==> src/rtl/move_validator.sv <==
// Chess move-legality checker: captures a move on start, reads the destination
// and any intermediate squares from board memory, then pulses done with a held
// valid verdict. Optional feature macro: MOVE_VALIDATOR_PAWN_DOUBLE_EN.
module move_validator #(
  parameter int BOARD_BITS = 3
) (
  input  logic                  clk,
  input  logic                  reset,
  input  logic                  start,
  input  logic [3:0]            piece,
  input  logic                  current_player,
  input  logic [BOARD_BITS-1:0] from_x,
  input  logic [BOARD_BITS-1:0] from_y,
  input  logic [BOARD_BITS-1:0] to_x,
  input  logic [BOARD_BITS-1:0] to_y,
  output logic [BOARD_BITS-1:0] rd_x,
  output logic [BOARD_BITS-1:0] rd_y,
  input  logic [3:0]            rd_data,
  output logic                  busy,
  output logic                  done,
  output logic                  valid,
  output logic [2:0]            state_dbg
);

  // Handshake: start is sampled only in IDLE; done is a one-cycle pulse in the
  // DONE state and valid holds its verdict until the next accepted start.
  localparam int CW = BOARD_BITS + 1;

  typedef enum logic [2:0] {
    IDLE, CHECK, DADDR, DDATA, PADDR, PDATA, DONE
  } state_t;

  state_t                state;
  logic [3:0]            piece_q;
  logic                  player_q;
  logic [BOARD_BITS-1:0] fx_q, fy_q, tx_q, ty_q;
  logic [BOARD_BITS-1:0] cx_q, cy_q, sx_q, sy_q;
  logic                  walk_q, pawn_straight_q, pawn_diag_q;

  logic [CW-1:0]         dx, dy, adx, ady, fwd, fwd2;
  logic [3:0]            kind;
  logic                  piece_ok, same_sq, geom_ok;
  logic                  rook_ok, bishop_ok, knight_ok, king_ok;
  logic                  pawn_single, pawn_diag, pawn_double;
  logic                  walk_needed;
  logic [BOARD_BITS-1:0] start_rank, sx_c, sy_c, nx, ny;
  logic                  rd_owner, dest_own, dest_opp, next_is_to;

  assign state_dbg = state;

  always_comb begin
    // Differences are kept in CW-bit two's complement so sign and magnitude
    // both fit for any pair of on-board coordinates.
    dx   = {1'b0, tx_q} - {1'b0, fx_q};
    dy   = {1'b0, ty_q} - {1'b0, fy_q};
    adx  = dx[CW-1] ? -dx : dx;
    ady  = dy[CW-1] ? -dy : dy;
    kind = (piece_q > 4'd6) ? piece_q - 4'd6 : piece_q;

    piece_ok = (piece_q != 4'd0) && (piece_q <= 4'd12) &&
               ((piece_q > 4'd6) == player_q);
    same_sq  = (fx_q == tx_q) && (fy_q == ty_q);

    rook_ok   = (dx == '0) ^ (dy == '0);
    bishop_ok = (adx == ady);
    knight_ok = ((adx == CW'(1)) && (ady == CW'(2))) ||
                ((adx == CW'(2)) && (ady == CW'(1)));
    king_ok   = (adx <= CW'(1)) && (ady <= CW'(1));

    fwd        = player_q ? {CW{1'b1}} : CW'(1);
    fwd2       = fwd + fwd;
    start_rank = player_q ? BOARD_BITS'((1 << BOARD_BITS) - 2) : BOARD_BITS'(1);

    pawn_single = (dx == fwd) && (dy == '0);
    pawn_diag   = (dx == fwd) && (ady == CW'(1));
`ifdef MOVE_VALIDATOR_PAWN_DOUBLE_EN
    pawn_double = (dx == fwd2) && (dy == '0) && (fx_q == start_rank);
`else
    pawn_double = 1'b0;
`endif

    case (kind)
      4'd1:    geom_ok = pawn_single || pawn_diag || pawn_double;
      4'd2:    geom_ok = rook_ok;
      4'd3:    geom_ok = knight_ok;
      4'd4:    geom_ok = bishop_ok;
      4'd5:    geom_ok = rook_ok || bishop_ok;
      4'd6:    geom_ok = king_ok;
      default: geom_ok = 1'b0;
    endcase

    walk_needed = (kind == 4'd2) || (kind == 4'd4) || (kind == 4'd5) ||
                  ((kind == 4'd1) && pawn_double);

    sx_c = (dx == '0) ? '0 : (dx[CW-1] ? '1 : BOARD_BITS'(1));
    sy_c = (dy == '0) ? '0 : (dy[CW-1] ? '1 : BOARD_BITS'(1));

    // Walk position advances modulo the board width; the geometry check keeps
    // every visited square on the board.
    nx         = cx_q + sx_q;
    ny         = cy_q + sy_q;
    next_is_to = (nx == tx_q) && (ny == ty_q);

    rd_owner = (rd_data > 4'd6);
    dest_own = (rd_data != 4'd0) && (rd_owner == player_q);
    dest_opp = (rd_data != 4'd0) && (rd_owner != player_q);
  end

  always_ff @(posedge clk) begin
    if (reset) begin
      state           <= IDLE;
      rd_x            <= '0;
      rd_y            <= '0;
      busy            <= 1'b0;
      done            <= 1'b0;
      valid           <= 1'b0;
      piece_q         <= '0;
      player_q        <= 1'b0;
      fx_q            <= '0;
      fy_q            <= '0;
      tx_q            <= '0;
      ty_q            <= '0;
      cx_q            <= '0;
      cy_q            <= '0;
      sx_q            <= '0;
      sy_q            <= '0;
      walk_q          <= 1'b0;
      pawn_straight_q <= 1'b0;
      pawn_diag_q     <= 1'b0;
    end else begin
      case (state)
        IDLE: begin
          if (start) begin
            piece_q  <= piece;
            player_q <= current_player;
            fx_q     <= from_x;
            fy_q     <= from_y;
            tx_q     <= to_x;
            ty_q     <= to_y;
            busy     <= 1'b1;
            valid    <= 1'b0;
            state    <= CHECK;
          end
        end
        CHECK: begin
          if (!piece_ok || same_sq || !geom_ok) begin
            done  <= 1'b1;
            valid <= 1'b0;
            state <= DONE;
          end else begin
            // Address is registered here so it is stable for all of DADDR.
            rd_x            <= tx_q;
            rd_y            <= ty_q;
            cx_q            <= fx_q;
            cy_q            <= fy_q;
            sx_q            <= sx_c;
            sy_q            <= sy_c;
            walk_q          <= walk_needed;
            pawn_straight_q <= (kind == 4'd1) && (dy == '0);
            pawn_diag_q     <= (kind == 4'd1) && (ady == CW'(1));
            state           <= DADDR;
          end
        end
        DADDR: state <= DDATA;
        DDATA: begin
          if (dest_own || (pawn_straight_q && rd_data != 4'd0) ||
              (pawn_diag_q && !dest_opp)) begin
            done  <= 1'b1;
            valid <= 1'b0;
            state <= DONE;
          end else if (!walk_q || next_is_to) begin
            done  <= 1'b1;
            valid <= 1'b1;
            state <= DONE;
          end else begin
            cx_q  <= nx;
            cy_q  <= ny;
            rd_x  <= nx;
            rd_y  <= ny;
            state <= PADDR;
          end
        end
        PADDR: state <= PDATA;
        PDATA: begin
          if (rd_data != 4'd0) begin
            done  <= 1'b1;
            valid <= 1'b0;
            state <= DONE;
          end else if (next_is_to) begin
            done  <= 1'b1;
            valid <= 1'b1;
            state <= DONE;
          end else begin
            cx_q  <= nx;
            cy_q  <= ny;
            rd_x  <= nx;
            rd_y  <= ny;
            state <= PADDR;
          end
        end
        DONE: begin
          done  <= 1'b0;
          busy  <= 1'b0;
          state <= IDLE;
        end
        default: state <= IDLE;
      endcase
    end
  end

endmodule

==> config.mk <==
export PLATFORM = sky130hd
export DESIGN_NAME = move_validator
export DESIGN_NICKNAME = d
export VERILOG_FILES = /design/src/rtl/move_validator.sv
export SDC_FILE = /design/constraint.sdc
export NUM_CORES = 1
export LEC_CHECK = 0
export BUFFER_PORTS_ARGS = -buffer_cell sky130_fd_sc_hd__buf_2
export CAP_MARGIN = 15
export CELL_PAD_IN_SITES_DETAIL_PLACEMENT = 1
export CELL_PAD_IN_SITES_GLOBAL_PLACEMENT = 1
export CORE_AREA = 2 2 83 85
export DETAILED_ROUTE_END_ITERATION = 10
export DIE_AREA = 0 0 85 87
export GPL_TIMING_DRIVEN = 0
export HOLD_SLACK_MARGIN = 0.05
export PLACE_DENSITY_LB_ADDON = 0.1
export SYNTH_ARGS = -nofsm -noshare
export SYNTH_HDL_FRONTEND = slang
export SYNTH_SLANG_ARGS = --single-unit
==> constraint.sdc <==
create_clock -name clk -period 8.3 [get_ports clk]
set_input_delay 1.66 -clock clk [delete_from_list [all_inputs] [get_ports clk]]
set_output_delay 1.66 -clock clk [all_outputs]
set_load 0.005 [all_outputs]
==> metrics.txt <==
outcome=finished, final reports clean; Yosys cell types=58; # setup viols final=0; sw frac=0.391; Required @ worst endpoint=8490 ps; Slew HR=0.476; area share of the largest cell type after synthesis=0.290; Tcrit/Tclk final=0.486; layout cells sized above 1=0.143; Cells after Synth=384; num rows=30; drt drc=0; CP cell instances=inv_1 -> ha_1 -> inv_1 -> fa_1 -> inv_1 -> ha_1 -> or2_2 -> a31oi_1 -> o21ai_0 -> a2111oi_2 -> nor2_1 -> a31o_4 -> a221o_1 -> buf_6 -> o22a_1; CTS Root Cell=clkbuf_8; top-count cell post-synth=nand2_1; Synth Area in Compound Gates=0.267; # Post-CTS Setup Buffers=0; Design Power=0.628 mW; XOR/XNOR Fraction of Synth Area=0.0660; Vias per Instance=5.54; hold crit path type=reg2reg; multiplexer share of the synthesized area=0.0138; PD cells=192 mW/mm²; WP data arrival=4220 ps; top_reg_cell synth=dfxtp_1; synth warn=0; NetSw=0.246 mW; Routed Antenna Nets=0; cts bufs inserted=5; CP max stage cell=fa_1; clock sinks=42; Placer Congestion=0.923; DR pass1 iterations=4; leakage=1.30 nW; Seq/Total Area, Yosys=0.290; TritonCTS clock tree=yes; Top-Level Pins=36; Syn Nets=423; nets=465; Post-Synth Adder-Cell Area=0.0751; cts hold-fix bufs=0; first-pass GRT wire length=13,800 µm; synth cell count leaders=nand2_1 (60), a21oi_1 (49), dfxtp_1 (42), inv_1 (30), nor2_1 (24); Layout Utilization=0.498; Slew Limit Fails=0; Tot GR Track Use=0.232; initial drt markers=106; worst slew pin tran=786 ps; VDD IR max=0.000102 V; sequential power share=0.360; CP max FO=10; r2r setup slk=4270 ps; worst hold path cell count=2; worst hold slack=463 ps; # port buffers=34; HP Start=fy_q[1]; register area=841 µm²; largest family of logic cells by synthesized area=compound AO/OA/AOI/OAI gates; Clock transition at path regs=80 ps; top post-synthesis cells by area=dfxtp_1 (29%), a21oi_1 (8.5%), nand2_1 (7.8%); combinational share of power=0.413; post-DP HPWL=6340 µm; CP peak stage delay=580 ps; reg2reg end=rd_y[1]; fmax=248 MHz; core area=0.00657 mm²; Clock Path Buffers=2; Synth Area in Simple Gates=0.216; clock share of power=0.228; most frequent CP cell=inv_1; Die H=87 µm; final instance area=0.00327 mm²; Area Overhead vs Synth=12.8%; Worst setup SP type=register; post-synth top area cell=dfxtp_1; setup total negative slack=0 ps; initial antenna violation count=0; crit path kind=reg2reg; clk_lat worst skew=300 ps; total die area=0.00740 mm²; synthesized area=0.00290 mm²; P_int=0.382 mW; grt total ovfl=0; H-Tree Depth=2; post-CTS sizing=0; Avg Cell Area, Syn=7.55 µm²; minimum clock period=4030 ps; Post-synth EDFFs=0; Worst Hold Path EP=fy_q[1]; routed len/inst=16.1 µm; area of the multi-input gates=0.00185 mm²; Hold Vio Cnt, Final=0; vias in the first global route=2,825; fillcell total=865; routed via count=2,808; final WL=8190 µm; FF+latch count, synth=42; reg2reg start=ty_q[0]; Die X=85 µm; placed cell area=0.00317 mm²; number of diodes=0; Worst Setup End Kind=register; Reg2Reg Depth=15; RSZ-0062 raised after global routing=no; largest net degree at the start of global routing=14; asr flop ratio synth=0; Max Cap Viol=0; Post-Route Skew=9.94 ps; initial core utilization=0.442
-- sequential cells by signal, summed over array words and instances (netlist names) --
signal / cells
busy: 1
cx_q: 3
cy_q: 3
done: 1
fx_q: 3
fy_q: 3
pawn_diag_q: 1
pawn_straight_q: 1
piece_q: 4
player_q: 1
rd_x: 3
rd_y: 3
state_dbg: 3
sx_q: 2
sy_q: 2
tx_q: 3
ty_q: 3
valid: 1
walk_q: 1
-- worst max-delay path by stage --
stage	startpoint	end	slack, ps	depth (start not counted)
after detailed placement	rd_data[1]	rd_y[1]	4290	10
final	ty_q[0]	rd_y[1]	4270	15
after CTS	ty_q[0]	rd_y[1]	4280	15
after global routing	ty_q[0]	rd_y[1]	4040	15
after global placement	rd_data[1]	valid	4290	10
after floorplan	rd_data[1]	cx_q[0]	4700	9
-- logic make-up (layout without fill, tap and decap cells) --
family,after synthesis,count (layout)
mux,4,4
fa+ha+maj,15,15
buf+inv,53,96
xor+xnor,21,21
flops,42,42
simple gates,132,132
compound gates,117,117
-- power by group through the flow --
stage | Sequential [mW] | Clock [mW] | Combinational, mW
after global routing | 0.227 | 0.154 | 0.289
after global placement | 0.230 | 0 | 0.247
after detailed placement | 0.231 | 0 | 0.254
after CTS | 0.226 | 0.146 | 0.257
final | 0.226 | 0.143 | 0.259
after floorplan | 0.228 | 0 | 0.190
-- routing by layer --
layer  vias up  global-route usage  wire (µm)  share of wire
met2        49               0.408       4020           0.49
met1      1337               0.299       3780           0.46
met4         0              0.0606        126          0.015
li1       1412                   -          -              -
met5         -                   0          0              0
met3        10              0.0303        257          0.031
-- critical path, delay by kind of cell, from the launching register on --
kind | cells | cell delay (ps)
AO/OA/AOI/OAI | 6 | 1620
adder cells (fa/ha/maj) | 3 | 1100
buffers and inverters | 4 | 430
flip-flops | 1 | 340
AND/OR/NAND/NOR | 2 | 440
-- area by class of cell --
type | count | share of cell area
Clock inverter | 2 | 0.00383
Buffer | 22 | 0.0283
Inverter | 31 | 0.0356
Clock buffer | 6 | 0.0252
Timing Repair Buffer | 35 | 0.0536
Tap cell | 80 | 0.0306
Sequential cell | 42 | 0.257
Multi-Input combinational cell | 289 | 0.566
-- per-stage QoR --
stage	std cells	setup slack, ps
finish	507	4270
detailed placement	498	4290
CTS	506	4280
global placement	498	4290
floorplan	384	4700
global route	507	4040
-- cell usage in the layout, fill, tap and decap left out, types with 3 or more instances in the layout --
master and n:
nand2_1 60, a21oi_1 49, dfxtp_1 42, buf_2 37, inv_1 30, nor2_1 24, clkbuf_1 18, o21ai_0 18
xnor2_1 15, o22a_1 11, ha_1 11, nand2b_1 7, nor3_1 7, nand3_1 6, clkbuf_8 6, xor2_1 5
nand4_1 5, or2_2 5, a21o_1 5, nor2b_1 4, mux2i_1 4, a31oi_1 4, fa_1 4, nand3b_1 3
nand4b_1 3, a211oi_1 3
Power figures use the tool's default switching activity.
